### src/rtl/mem_rmw_ctrl_pkg.sv
// Shared access-size codes, RMW state encodings and lane-merge helper for the data-memory responder.
package mem_rmw_ctrl_pkg;

  localparam logic [1:0] EXT_M_8BIT  = 2'b00;
  localparam logic [1:0] EXT_M_16BIT = 2'b01;
  localparam logic [1:0] EXT_M_32BIT = 2'b10;

  typedef enum logic [1:0] {
    RMW_IDLE = 2'b00,
    RMW_RD   = 2'b01,
    RMW_WR   = 2'b10,
    RMW_LD   = 2'b11
  } rmw_state_e;

  function automatic logic is_word(input logic [1:0] funct);
    return (funct != EXT_M_8BIT) && (funct != EXT_M_16BIT);
  endfunction

  // Lane i comes from new_w when be[i] is set, otherwise from old_w.
  function automatic logic [31:0] merge_lanes(input logic [3:0]  be,
                                              input logic [31:0] new_w,
                                              input logic [31:0] old_w);
    logic [31:0] res;
    for (int i = 0; i < 4; i++) begin
      res[8*i +: 8] = be[i] ? new_w[8*i +: 8] : old_w[8*i +: 8];
    end
    return res;
  endfunction

endpackage

### src/rtl/mem_be_gen.sv
// Byte-enable decode from access size and byte lane; misaligned halfwords select the upper half.
module mem_be_gen
  import mem_rmw_ctrl_pkg::*;
(
  input  logic [1:0] funct_i,
  input  logic [1:0] a1_a0_i,
  output logic [3:0] be_o
);

  always_comb begin
    be_o = 4'b1111;
    case (funct_i)
      EXT_M_8BIT:  be_o = 4'b0001 << a1_a0_i;
      EXT_M_16BIT: be_o = (a1_a0_i == 2'b00) ? 4'b0011 : 4'b1100;
      default:     be_o = 4'b1111;
    endcase
  end

endmodule

### src/rtl/mem_rmw_ctrl.sv
// Read-modify-write data-memory responder in front of a word-only synchronous SRAM.
// Word stores take 1 cycle, sub-word stores and loads 2; Busy_O stalls the CPU meanwhile.
module mem_rmw_ctrl
  import mem_rmw_ctrl_pkg::*;
#(
  parameter int ADDR_W = 10
) (
  input  logic              Clk_I,
  input  logic              Rst_I,
  input  logic              Req_I,
  input  logic              We_I,
  input  logic [1:0]        Funct_I,
  input  logic [31:0]       Addr_I,
  input  logic [31:0]       Wdata_I,
  output logic [31:0]       Rdata_O,
  output logic              Ack_O,
  output logic              Busy_O,
  output logic [ADDR_W-1:0] SramAddr_O,
  output logic              SramWe_O,
  output logic [31:0]       SramWdata_O,
  input  logic [31:0]       SramRdata_I
);

  rmw_state_e        state_q;
  logic              we_q;
  logic [1:0]        funct_q;
  logic [ADDR_W-1:0] waddr_q;
  logic [1:0]        lane_q;
  logic [31:0]       wdata_q;
  logic [31:0]       rdata_q;
  logic [31:0]       rdata_d;
  logic [3:0]        be;

  // Address bits above the SRAM word index alias, so they are deliberately dropped.
  logic unused_addr;
  assign unused_addr = ^Addr_I[31:ADDR_W+2];

  mem_be_gen u_be_gen (
    .funct_i (funct_q),
    .a1_a0_i (lane_q),
    .be_o    (be)
  );

  assign rdata_d = (state_q == RMW_LD) ? SramRdata_I : rdata_q;

  always_ff @(posedge Clk_I or posedge Rst_I) begin
    if (Rst_I) begin
      state_q <= RMW_IDLE;
      we_q    <= 1'b0;
      funct_q <= 2'b00;
      waddr_q <= '0;
      lane_q  <= 2'b00;
      wdata_q <= '0;
      rdata_q <= '0;
    end else begin
      case (state_q)
        RMW_IDLE: begin
          if (Req_I) begin
            we_q    <= We_I;
            funct_q <= Funct_I;
            waddr_q <= Addr_I[ADDR_W+1:2];
            lane_q  <= Addr_I[1:0];
            wdata_q <= Wdata_I;
            state_q <= (We_I && is_word(Funct_I)) ? RMW_WR : RMW_RD;
          end
        end
        RMW_RD:  state_q <= we_q ? RMW_WR : RMW_LD;
        RMW_WR:  state_q <= RMW_IDLE;
        RMW_LD: begin
          rdata_q <= rdata_d;
          state_q <= RMW_IDLE;
        end
        default: state_q <= RMW_IDLE;
      endcase
    end
  end

  assign Busy_O      = (state_q != RMW_IDLE);
  assign Ack_O       = (state_q == RMW_WR) || (state_q == RMW_LD);
  assign SramWe_O    = (state_q == RMW_WR);
  assign SramAddr_O  = waddr_q;
  assign SramWdata_O = (state_q == RMW_WR) ? merge_lanes(be, wdata_q, SramRdata_I) : 32'h0;
  assign Rdata_O     = rdata_d;

endmodule

### config.mk
export PLATFORM = sky130hd
export DESIGN_NAME = mem_rmw_ctrl
export DESIGN_NICKNAME = d
export VERILOG_FILES = /design/src/rtl/mem_rmw_ctrl_pkg.sv /design/src/rtl/mem_be_gen.sv /design/src/rtl/mem_rmw_ctrl.sv
export SDC_FILE = /design/constraint.sdc
export NUM_CORES = 1
export LEC_CHECK = 0
export ABC_AREA = 1
export CAP_MARGIN = 10
export CORE_MARGIN = 3
export CORE_UTILIZATION = 43
export CTS_BUF_LIST = sky130_fd_sc_hd__clkbuf_8
export DETAILED_ROUTE_END_ITERATION = 10
export MAX_ROUTING_LAYER = met4
export PLACE_DENSITY = 0.82
export SLEW_MARGIN = 5
export SYNTH_ARGS = -nofsm -noshare
export SYNTH_HDL_FRONTEND = slang
export SYNTH_SLANG_ARGS = --single-unit
### constraint.sdc
create_clock -name Clk_I -period 3.38 [get_ports Clk_I]
set_input_delay 0.676 -clock Clk_I [delete_from_list [all_inputs] [get_ports Clk_I]]
set_output_delay 0.676 -clock Clk_I [all_outputs]
set_load 0.02 [all_outputs]
==> results of run 1 <==
[synthesized netlist by cell type (2+ instances only)]
cell        n
buf_2      18
nand2_2     3
nor2_2      4
mux2_1     38
inv_1      23
buf_4       2
clkbuf_1    5
nor2_1     33
nand2_1   127
o21ai_0    18
a21oi_1    24
o21ai_1    26
buf_1       3
dfrtp_1    81
nand3_1    61
[worst paths after layout]
path / startpoint / endpoint / slack (ns) / cells past startpoint
max reg2reg: state_q[0]$_DFFE_PP0P_ / funct_q[1]$_DFFE_PP0P_ / 1.15 / 5
min in group asynchronous: Rst_I / rdata_q[10]$_DFFE_PP0P_ / 0.72 / 2
min reg2reg: wdata_q[23]$_DFFE_PP0P_ / wdata_q[23]$_DFFE_PP0P_ / 0.47 / 2
max in group asynchronous: Rst_I / rdata_q[16]$_DFFE_PP0P_ / 1.97 / 3
min: wdata_q[23]$_DFFE_PP0P_ / wdata_q[23]$_DFFE_PP0P_ / 0.47 / 2
max: state_q[1]$_DFFE_PP0P_ / SramWdata_O[30] / 0.31 / 5
[flip-flops by register name (all words and copies together), names as in the netlist]
name,count
rdata_q,32
lane_q,2
we_q,1
SramAddr_O,10
state_q,2
wdata_q,32
funct_q,2
[per-stage QoR]
step	total power (µW)	area [µm²]	cells	worst slack, ns	utilization
3_3_place_gp	4660	5690	716	0.636	0.640
4_1_cts	5470	5890	732	0.285	0.662
5_1_grt	5830	5890	732	0.155	0.662
2_1_floorplan	3480	4010	471	0.624	-
6_report	5430	5890	732	0.310	0.662
3_5_place_dp	4750	5690	716	0.618	0.640
[cell type report]
| class | count | area, µm² | share of cell area |
|---|---|---|---|
| Sequential cell | 81 | 2030 | 0.344 |
| Clock inverter | 6 | 60.1 | 0.0102 |
| Clock buffer | 10 | 138 | 0.0234 |
| Inverter | 24 | 92.6 | 0.0157 |
| Multi-Input combinational cell | 337 | 1760 | 0.299 |
| Tap cell | 108 | 135 | 0.0230 |
| Timing Repair Buffer | 166 | 1670 | 0.284 |
[kinds of logic (layout without fill, tap and decap cells)]
group	Yosys count	count (layout)	share of synthesized area
AO/OA/AOI/OAI	69	69	0.0870
buffers and inverters	53	206	0.0592
flip-flops	81	81	0.505
multiplexers	38	38	0.107
AND/OR/NAND/NOR	230	230	0.242
[power groups by stage]
stage / clock, µW / sequential (µW) / combinational [µW]
2_1_floorplan: 0 / 1710 / 1770
3_3_place_gp: 0 / 1690 / 2970
3_5_place_dp: 0 / 1710 / 3040
4_1_cts: 723 / 1700 / 3050
5_1_grt: 766 / 1760 / 3300
6_report: 700 / 1700 / 3030
[placed cells by master (no fill, tap or decap), drive strengths merged]
master         Yosys  routed
dfrtp             81      81
clkinvlp           0       3
nand3             62      62
a21oi             24      24
clkdlybuf4s50      0     157
clkbuf             5      10
buf               24       9
bufinv             0       1
mux2              38      38
o21ai             45      45
nor2              37      37
inv               23      24
nand2            131     131
clkinv             1       2
[routing by layer]
| metal | track usage | vias up | share of wire |
|---|---|---|---|
| li1 | - | 1845 | - |
| met1 | 0.274 | 1750 | 0.45 |
| met2 | 0.352 | 122 | 0.47 |
| met3 | 0.0616 | 10 | 0.073 |
| met4 | 0.0373 | 0 | 0.0080 |
| met5 | - | - | 0 |
[worst max-delay path, stage by stage, from the launching register on]
cell and delay (ns):
dfrtp_1 0.45, inv_1 0.09, nor2_2 0.42, inv_1 0.25
a21oi_1 0.21, clkdlybuf4s50_1 0.63
==> summary.txt, run 1 <==
Outcome
  • Status: finished clean

Synthesis
  • Sequential area share after synthesis: 0.505
  • Most area-hungry cell type in the Yosys netlist: dfrtp_1
  • Syn Area/Cell: 8.52 µm²
  • Synth Instances: 471
  • Ys Warns: 0
  • Synth Register Bits: 81
  • Area share of the largest cell type after synthesis: 0.505
  • Asr flop ratio synth: 1.00
  • Synth area leaders: dfrtp_1, nand2_1, mux2_1
  • Synth Flop Type: dfrtp_1
  • Synth Net Count: 573
  • Post-synth EDFFs: 0
  • Synth unique cells: 20
  • Post-Syn Area: 4010 µm²

CTS
  • Max Root-Sink Buffers: 2
  • # resized after CTS: 0
  • Clock slew at reported path FFs: 0.07 ns
  • Clk Latency, worst-skew pair: 0.35 ns
  • CTS sink count: 81
  • H-tree levels: 3
  • CTS root buffer: clkbuf_8
  • TritonCTS buffer count: 9
  • CTS tree: yes
  • # Post-CTS Setup Buffers: 0
  • # hold bufs at CTS: 0

Die
  • Die width: 103 µm
  • Die height: 103 µm
  • Die ar.: 10500 µm²
  • # rows: 34
  • Initial Util: 0.451
  • Core area: 8890 µm²
  • I/O pins: between 150 and 200

Critical path
  • WS Path Type: reg -> out
  • CP max FO: 11
  • WP data arrival: 2.39 ns
  • Worst setup SP type: register
  • CP required: 2.70 ns
  • CP Capture Type: output pin

Worst hold path
  • Min-delay worst type: reg -> reg

Place
  • DP Wirelength: 7.88 mm
  • PortBufs: 158
  • GPL Wtd Cong: 0.842

Pwr
  • Clk network pwr share: 0.129
  • Reg power frac: 0.313
  • Logic pwr share: 0.558
  • Internal: 3140 µW
  • Max IR drop VDD: 596 µV
  • P_leak: 0.00270 µW
  • Sw Pwr: approximately 2300 µW
  • Pwr dens: about 920 nW/µm²
  • Switching part of the total power: 0.422

Global route
  • Antenna violations before repair: 0
  • All-Layer GR Usage: 0.216
  • Total congestion overflow: 0
  • First-pass GRT wire length: 17.5 mm
  • Vias in the first global route: 3648
  • Largest net degree at the start of global routing: 50

Timing
  • Clock period minus worst slack: just over 3 ns
  • Final Setup Violations: 0
  • Worst Tran Pin Value: 0.933 ns
  • Slew Limit Fails: 0
  • Clock Skew: 0.00808 ns
  • Unrepaired setup endpoints after global routing: false
  • Setup tns final: 0 ns
  • Part of the cycle the worst path needs: 0.908
  • Slew headroom: 0.376
  • Peak Freq: 0.326 GHz
  • Final Hold Fails: 0
  • Fin Hold WS: 0.468 ns

Final layout
  • Antenna fix cells: 0
  • Layout cell share with drive strength beyond 1: 0.0609
  • Layout Nets: 721
  • Area Overhead vs Synth: 46.7%
  • Fillers: 770

Routing
  • DRC errors left: 0
  • ANT nets after route: 0
  • Initial DRC Count: 125
  • Via count: 3727
  • Routed vias/inst: 5.09
  • Drt total wl: 10.8 mm
  • Routed len/inst: 14.8 µm
  • Pre-antenna DRT Iters: 4

Job
  • Max-Cap Viols: 0
Power figures use the tool's default switching activity.
==> inputs of run 2 (changes only) <==
--- a/config.mk
+++ b/config.mk
@@ -6,6 +6,7 @@
 export NUM_CORES = 1
 export LEC_CHECK = 0
 export ABC_AREA = 1
+export ABC_CLOCK_PERIOD_IN_PS = 3380
 export CAP_MARGIN = 10
 export CORE_MARGIN = 3
 export CORE_UTILIZATION = 43
==> results of run 2 <==
No change in the layout: final DEF, timing and power equal those of run 1.
